--- config.mk ---
export PLATFORM = sky130hd
export DESIGN_NAME = min_os_tx_scheduler
export DESIGN_NICKNAME = d
export VERILOG_FILES = /design/src/rtl/min_os_tx_scheduler_pkg.sv /design/src/rtl/min_os_tx_scheduler_serializer.sv /design/src/rtl/min_os_tx_scheduler.sv
export SDC_FILE = /design/constraint.sdc
export NUM_CORES = 2
export LEC_CHECK = 0
export ABC_AREA = 1
export BUFFER_PORTS_ARGS = -buffer_cell sky130_fd_sc_hd__clkbuf_2
export CAP_MARGIN = 20
export CORE_MARGIN = 2
export CORE_UTILIZATION = 30
export DETAILED_ROUTE_END_ITERATION = 7
export GPL_TIMING_DRIVEN = 1
export HOLD_SLACK_MARGIN = 0.05
export PLACE_DENSITY = 0.43
export SLEW_MARGIN = 20
export SYNTH_ARGS = -nofsm -noshare
export SYNTH_HDL_FRONTEND = slang
export SYNTH_SLANG_ARGS = --single-unit
--- constraint.sdc ---
create_clock -name CLK -period 6.15 [get_ports CLK]
set_clock_uncertainty 0.2 [all_clocks]
set_input_delay 0.615 -clock CLK [delete_from_list [all_inputs] [get_ports CLK]]
set_output_delay 0.615 -clock CLK [all_outputs]
set_load 0.005 [all_outputs]
--- src/rtl/min_os_tx_scheduler_pkg.sv ---
// Shared constants and types for the MinOS UART transmit scheduler:
// frame bytes, interface identifiers and serializer state encoding.
package min_os_tx_scheduler_pkg;

    localparam logic [7:0] SYNC_BYTE_DEF  = 8'hA5;
    localparam logic [7:0] ID_LEDS_DEF    = 8'h01;
    localparam logic [7:0] ID_DISPLAY_DEF = 8'h02;
    localparam logic [7:0] ID_ACK_DEF     = 8'h03;

    // SYNC + ID + LEN + CSUM wrapped around every payload
    localparam int FRAME_OVERHEAD = 4;

    typedef enum logic [2:0] {
        ST_IDLE,
        ST_SYNC,
        ST_ID,
        ST_LEN,
        ST_PAYLOAD,
        ST_CSUM
    } ser_state_e;

    typedef enum logic [1:0] {
        GRANT_NONE,
        GRANT_LEDS,
        GRANT_DISPLAY,
        GRANT_ACK
    } grant_e;

endpackage

--- src/rtl/min_os_tx_scheduler_serializer.sv ---
// Frame serializer: emits SYNC, ID, LEN, payload and XOR checksum over a
// valid/ready byte stream, advancing one field per accepted byte.
module min_os_frame_serializer
    import min_os_tx_scheduler_pkg::*;
#(
    parameter int         DISPLAY_BYTES = 64,
    parameter logic [7:0] SYNC_BYTE     = SYNC_BYTE_DEF
) (
    input  logic                       CLK,
    input  logic                       RST_N,
    input  logic                       start,
    input  logic [7:0]                 id,
    input  logic [6:0]                 len,
    input  logic [8*DISPLAY_BYTES-1:0] payload,
    output logic [7:0]                 tx_data,
    output logic                       tx_valid,
    input  logic                       tx_ready,
    output logic                       busy,
    output logic                       done
);

    ser_state_e state_q, state_d;
    logic [7:0] id_q, id_d;
    logic [6:0] len_q, len_d;
    logic [6:0] idx_q, idx_d;
    logic [7:0] csum_q, csum_d;
    logic [7:0] payload_byte;

    always_comb begin
        payload_byte = 8'h00;
        for (int k = 0; k < DISPLAY_BYTES; k++) begin
            if (idx_q == 7'(k)) begin
                payload_byte = payload[k*8 +: 8];
            end
        end
    end

    // tx_data is a pure function of registered state, so it holds while stalled
    always_comb begin
        state_d  = state_q;
        id_d     = id_q;
        len_d    = len_q;
        idx_d    = idx_q;
        csum_d   = csum_q;
        tx_data  = 8'h00;
        tx_valid = 1'b0;
        done     = 1'b0;
        case (state_q)
            ST_IDLE: begin
                if (start) begin
                    state_d = ST_SYNC;
                    id_d    = id;
                    len_d   = len;
                    idx_d   = 7'd0;
                    csum_d  = id ^ {1'b0, len};
                end
            end
            ST_SYNC: begin
                tx_valid = 1'b1;
                tx_data  = SYNC_BYTE;
                if (tx_ready) state_d = ST_ID;
            end
            ST_ID: begin
                tx_valid = 1'b1;
                tx_data  = id_q;
                if (tx_ready) state_d = ST_LEN;
            end
            ST_LEN: begin
                tx_valid = 1'b1;
                tx_data  = {1'b0, len_q};
                if (tx_ready) state_d = (len_q == 7'd0) ? ST_CSUM : ST_PAYLOAD;
            end
            ST_PAYLOAD: begin
                tx_valid = 1'b1;
                tx_data  = payload_byte;
                if (tx_ready) begin
                    csum_d = csum_q ^ payload_byte;
                    if (idx_q == len_q - 7'd1) begin
                        state_d = ST_CSUM;
                    end else begin
                        idx_d = idx_q + 7'd1;
                    end
                end
            end
            ST_CSUM: begin
                tx_valid = 1'b1;
                tx_data  = csum_q;
                if (tx_ready) begin
                    done    = 1'b1;
                    state_d = ST_IDLE;
                end
            end
            default: state_d = ST_IDLE;
        endcase
    end

    assign busy = (state_q != ST_IDLE);

    always_ff @(posedge CLK or negedge RST_N) begin
        if (!RST_N) begin
            state_q <= ST_IDLE;
            id_q    <= 8'h00;
            len_q   <= 7'd0;
            idx_q   <= 7'd0;
            csum_q  <= 8'h00;
        end else begin
            state_q <= state_d;
            id_q    <= id_d;
            len_q   <= len_d;
            idx_q   <= idx_d;
            csum_q  <= csum_d;
        end
    end

endmodule

--- src/rtl/min_os_tx_scheduler.sv ---
// Shares the MinOS UART transmitter between the leds, display and ACK sources:
// tracks pending changes, periodic refresh, arbitration and payload snapshots.
module min_os_tx_scheduler
    import min_os_tx_scheduler_pkg::*;
#(
    parameter int          DISPLAY_BYTES = 64,
    parameter logic [31:0] REFRESH_TICKS = 32'd100000000,
    parameter logic [7:0]  SYNC_BYTE     = SYNC_BYTE_DEF,
    parameter logic [7:0]  ID_LEDS       = ID_LEDS_DEF,
    parameter logic [7:0]  ID_DISPLAY    = ID_DISPLAY_DEF,
    parameter logic [7:0]  ID_ACK        = ID_ACK_DEF
) (
    input  logic                       CLK,
    input  logic                       RST_N,
    input  logic [7:0]                 leds,
    input  logic [8*DISPLAY_BYTES-1:0] display,
    input  logic                       ack_req,
    input  logic [7:0]                 ack_code,
    output logic [7:0]                 tx_data,
    output logic                       tx_valid,
    input  logic                       tx_ready,
    output logic                       busy,
    output logic [15:0]                frames_sent
);

    localparam int         PW       = 8 * DISPLAY_BYTES;
    localparam logic [6:0] DISP_LEN = 7'(DISPLAY_BYTES);

    grant_e      grant;
    logic        leds_pend_q, leds_pend_d;
    logic        disp_pend_q, disp_pend_d;
    logic        ack_pend_q, ack_pend_d;
    logic [7:0]  ack_code_q, ack_code_d;
    logic [31:0] timer_q, timer_d;
    logic [7:0]  last_leds_q, last_leds_d;
    logic [PW-1:0] last_display_q, last_display_d;
    logic [PW-1:0] shadow_q, shadow_d;
    logic        rr_q, rr_d;
    logic [15:0] frames_q, frames_d;
    logic        refresh_wrap;
    logic        start;
    logic [7:0]  start_id;
    logic [6:0]  start_len;
    logic        done;

    // Compare against the post-grant last_* value so a granted source is not
    // immediately re-pended by the very change it is now sending.
    always_comb begin
        refresh_wrap   = (timer_q == REFRESH_TICKS - 32'd1);
        timer_d        = refresh_wrap ? 32'd0 : timer_q + 32'd1;
        grant          = GRANT_NONE;
        shadow_d       = shadow_q;
        last_leds_d    = last_leds_q;
        last_display_d = last_display_q;
        rr_d           = rr_q;
        ack_code_d     = ack_req ? ack_code : ack_code_q;
        start          = 1'b0;
        start_id       = ID_LEDS;
        start_len      = 7'd1;

        if (!busy) begin
            if (ack_pend_q)                grant = GRANT_ACK;
            else if (!rr_q && leds_pend_q) grant = GRANT_LEDS;
            else if (disp_pend_q)          grant = GRANT_DISPLAY;
            else if (leds_pend_q)          grant = GRANT_LEDS;
        end

        case (grant)
            GRANT_LEDS: begin
                start         = 1'b1;
                start_id      = ID_LEDS;
                start_len     = 7'd1;
                shadow_d      = '0;
                shadow_d[7:0] = leds;
                last_leds_d   = leds;
                rr_d          = 1'b1;
            end
            GRANT_DISPLAY: begin
                start          = 1'b1;
                start_id       = ID_DISPLAY;
                start_len      = DISP_LEN;
                shadow_d       = display;
                last_display_d = display;
                rr_d           = 1'b0;
            end
            GRANT_ACK: begin
                start         = 1'b1;
                start_id      = ID_ACK;
                start_len     = 7'd1;
                shadow_d      = '0;
                shadow_d[7:0] = ack_code_q;
            end
            default: ;
        endcase

        leds_pend_d = (leds_pend_q && grant != GRANT_LEDS) || (leds != last_leds_d) || refresh_wrap;
        disp_pend_d = (disp_pend_q && grant != GRANT_DISPLAY) || (display != last_display_d) || refresh_wrap;
        ack_pend_d  = (ack_pend_q && grant != GRANT_ACK) || ack_req;
        frames_d    = frames_q + {15'd0, done};
    end

    always_ff @(posedge CLK or negedge RST_N) begin
        if (!RST_N) begin
            leds_pend_q    <= 1'b0;
            disp_pend_q    <= 1'b0;
            ack_pend_q     <= 1'b0;
            ack_code_q     <= 8'h00;
            timer_q        <= 32'd0;
            last_leds_q    <= 8'h00;
            last_display_q <= '0;
            shadow_q       <= '0;
            rr_q           <= 1'b0;
            frames_q       <= 16'd0;
        end else begin
            leds_pend_q    <= leds_pend_d;
            disp_pend_q    <= disp_pend_d;
            ack_pend_q     <= ack_pend_d;
            ack_code_q     <= ack_code_d;
            timer_q        <= timer_d;
            last_leds_q    <= last_leds_d;
            last_display_q <= last_display_d;
            shadow_q       <= shadow_d;
            rr_q           <= rr_d;
            frames_q       <= frames_d;
        end
    end

    assign frames_sent = frames_q;

    min_os_frame_serializer #(
        .DISPLAY_BYTES (DISPLAY_BYTES),
        .SYNC_BYTE     (SYNC_BYTE)
    ) u_serializer (
        .CLK      (CLK),
        .RST_N    (RST_N),
        .start    (start),
        .id       (start_id),
        .len      (start_len),
        .payload  (shadow_q),
        .tx_data  (tx_data),
        .tx_valid (tx_valid),
        .tx_ready (tx_ready),
        .busy     (busy),
        .done     (done)
    );

endmodule

==> flow_summary.json <==
{
  "cp_max_fo": 4,
  "ant_nets": 0,
  "crit_type": "reg2out",
  "startpoint_type": "flop",
  "finalHoldViolCount": 0,
  "slowest_delay_ps": 460,
  "die_x_um": 434,
  "outcome": "finished, violations left",
  "die_y_um": 434,
  "ys_async_sr_fraction": 1.00,
  "pwr-share-clk": 0.220,
  "cts.path.max_buffers": 3,
  "grt_max_degree": 202,
  "grt-ovfl-total": 0,
  "cts_inserted_buffers": 145,
  "synth_nets": 7752,
  "synth_edf_count": 0,
  "synth_seq_area_share": 0.503,
  "syn_area_per_cell_um2": 7.69,
  "fp-row-count": 157,
  "worstMarginPinSlew_ps": 1260,
  "clkSinkCount": 1114,
  "setup_viol": 10,
  "clkLatencyLatePin_ps": 820,
  "ios": 558,
  "antenna_found_initial": 37,
  "post-route-min-period_ps": 7410,
  "gp_congestion": 1.02,
  "fin_nets": 8955,
  "dominantRegCellSynth": "dfrtp_1",
  "synth_seq_cells": 1114,
  "drv_slew": 0,
  "end_kind": "output port",
  "max_freq_ghz": 0.135,
  "vias": 58400,
  "switching_share": 0.498,
  "syn_inst": 7207,
  "period_share": 1.20,
  "io_buffers": 557,
  "tritoncts": "yes",
  "drcViolationCount": 0,
  "firstDrtPassIters": 6,
  "max-vdd-ir-drop_mv": 0.448,
  "stdcell_area_mm2": 0.0740,
  "slew_headroom": 0.157,
  "placed_area_mm2": 0.0630,
  "maxCapViolations": 0,
  "p_int_mw": 20.4,
  "grt_pass1_wl_um": 458000,
  "netlist-cell-type-count": 55,
  "leakagePower_nw": 35.3,
  "p_per_area_mw_per_mm2": 549,
  "fin_setup_tns_ps": -9670,
  "postLayoutSetupSlackWorst_ps": -1260,
  "drt_wl_total_um": 342000,
  "drive_above_1_share": 0.174,
  "initial_core_util": 0.302,
  "routed_via_density": 5.31,
  "dp_hpwl_um": 275000,
  "area_delta_synth_final_pct": 33.5,
  "seqPwrFrac": 0.266,
  "cp.arrival_ps": 6590,
  "dieArea_mm2": 0.188,
  "ys_warn_count": 0,
  "comb_power_share": 0.514,
  "grt_use_total": 0.357,
  "clk_pin_slew_worst_paths_ps": 60,
  "hold_path.class": "in2reg",
  "drtIter0Drc": 6379,
  "worstPathRequired_ps": 5330,
  "netlist_area_mm2": 0.0554,
  "h-tree-depth": 4,
  "violations": "negative setup slack",
  "slowest_stage": "dfrtp_2",
  "grt_pass1_vias": 55400,
  "rsz0062_at_grt": "true",
  "power.total_mw": 40.6,
  "core_mm2": 0.183,
  "p_switching_mw": 20.2,
  "cp_common_cell": "nand2_1",
  "cts_root_buf": "clkbuf_16",
  "routedWlPerCell_um": 31.1
}
==> power groups by stage <==
| stage | clock [mW] | sequential [mW] | combinational [mW] |
|---|---|---|---|
| after floorplan | 0 | 10.4 | 10.1 |
| after global placement | 0 | 10.8 | 19.4 |
| after detailed placement | 0 | 10.9 | 19.5 |
| after CTS | 9.07 | 10.8 | 20.1 |
| after global routing | 9.36 | 11.0 | 22.1 |
| final | 8.96 | 10.8 | 20.9 |
==> layout by cell type, fill, tap and decap left out, drive strengths merged, types with 10 or more instances in the layout <==
cell type	instances
bufinv	10
nor3	310
o31ai	19
nor4	75
o221ai	10
dfrtp	1114
o21ai	997
o2111ai	27
buf	379
nor2	265
inv	806
a2111oi	27
nand4	108
o22ai	40
dlygate4sd3	491
clkinv	31
ha	13
a221oi	10
nand2	2084
a21oi	220
or4	13
xor2	13
diode	13
o32ai	60
clkbuf	766
or2	51
nand3	517
nor4b	15
==> per-stage QoR <==
step	util	worst slack [ps]	std cells	hold slack, ps
4_1_cts	0.400	-1370	11000	50.5
6_report	0.404	-1260	11000	95.7
3_5_place_dp	0.344	-856	10200	256
3_3_place_gp	0.344	-878	10200	250
2_1_floorplan	-	1060	7207	119
5_1_grt	0.404	-1910	11000	60.1
==> cell type report <==
cell class              instances  area [µm²]
fillers                     19200      109000
flip-flops and latches       1114       27900
repair buffers               1421       11000
clock inverters                48         584
diodes                         13        32.5
well taps                    2464        3080
clock buffers                 215        4330
inverters                     802        3030
multi-input cells            4926       24100
==> synth_stat cells (13+ instances only) <==
| master | n | area share |
|---|---|---|
| nand2_1 | 2079 | 0.14 |
| dfrtp_1 | 1114 | 0.50 |
| o21ai_0 | 990 | 0.089 |
| inv_1 | 789 | 0.053 |
| nand3_1 | 513 | 0.046 |
| nor3_1 | 310 | 0.028 |
| clkbuf_1 | 308 | 0.021 |
| nor2_1 | 253 | 0.017 |
| a21oi_1 | 219 | 0.020 |
| nand4_1 | 108 | 0.012 |
| nor4_1 | 75 | 0.0085 |
| o32ai_1 | 60 | 0.0095 |
| or2_2 | 46 | 0.0052 |
| buf_1 | 41 | 0.0028 |
| o22ai_1 | 40 | 0.0045 |
| a2111oi_0 | 27 | 0.0043 |
| o2111ai_1 | 27 | 0.0043 |
| o31ai_1 | 19 | 0.0026 |
| nor4b_1 | 15 | 0.0024 |
| ha_1 | 13 | 0.0029 |
| or4_1 | 13 | 0.0018 |
| xor2_1 | 13 | 0.0021 |
==> repair_timing <==
item	4_1_cts	5_1_grt
endpoints found under the hold margin	1025	0
gates cloned	0	0
hold buffers	491	0
setup buffers	17	14
setup endpoints to repair	16	16
pin swaps	64	132
gates resized for setup	130	152
==> sequential cells by signal, summed over array words and instances, names as in the netlist <==
signal,count
ack_pend_q,1
last_leds_q,8
rr_q,1
frames_sent,16
shadow_q,512
u_serializer.state_q,3
ack_code_q,8
u_serializer.idx_q,7
u_serializer.id_q,2
u_serializer.csum_q,8
timer_q,32
leds_pend_q,1
u_serializer.len_q,2
last_display_q,512
disp_pend_q,1
==> metal layers <==
metal / wire length [µm] / vias up / GRT usage
met5: 79 / - / 0
met2: 161000 / 2409 / 0.586
li1: - / 26400 / -
met4: 21400 / 12 / 0.188
met3: 19900 / 542 / 0.0478
met1: 140000 / 29000 / 0.457
==> worst paths after layout <==
path                                       startpoint                      to  slack (ps)  depth (start not counted)
worst min-delay path                     display[304]     last_display_q[304]         100                          3
max in group asynchronous                       RST_N            shadow_q[49]        3920                          3
worst min register to register             timer_q[0]              timer_q[0]         260                          1
min in group asynchronous                       RST_N     last_display_q[356]         220                          2
worst max register to register  u_serializer.idx_q[0]  u_serializer.csum_q[6]         -10                         72
worst max-delay path            u_serializer.idx_q[0]              tx_data[6]       -1260                         72
==> worst max-delay path: cells and delay by family (launching register included) <==
kind,cells,cell delay [ps]
buf+inv,5,660
compound gates,4,350
fa+ha+maj,1,160
flops,1,460
simple gates,62,4130
==> cell families after synthesis <==
kind of cell    synth area share
xor+xnor                 0.00300
compound gates             0.144
simple gates               0.268
fa+ha+maj                0.00293
flops                      0.503
buf+inv                   0.0797
Power figures use the tool's default switching activity.
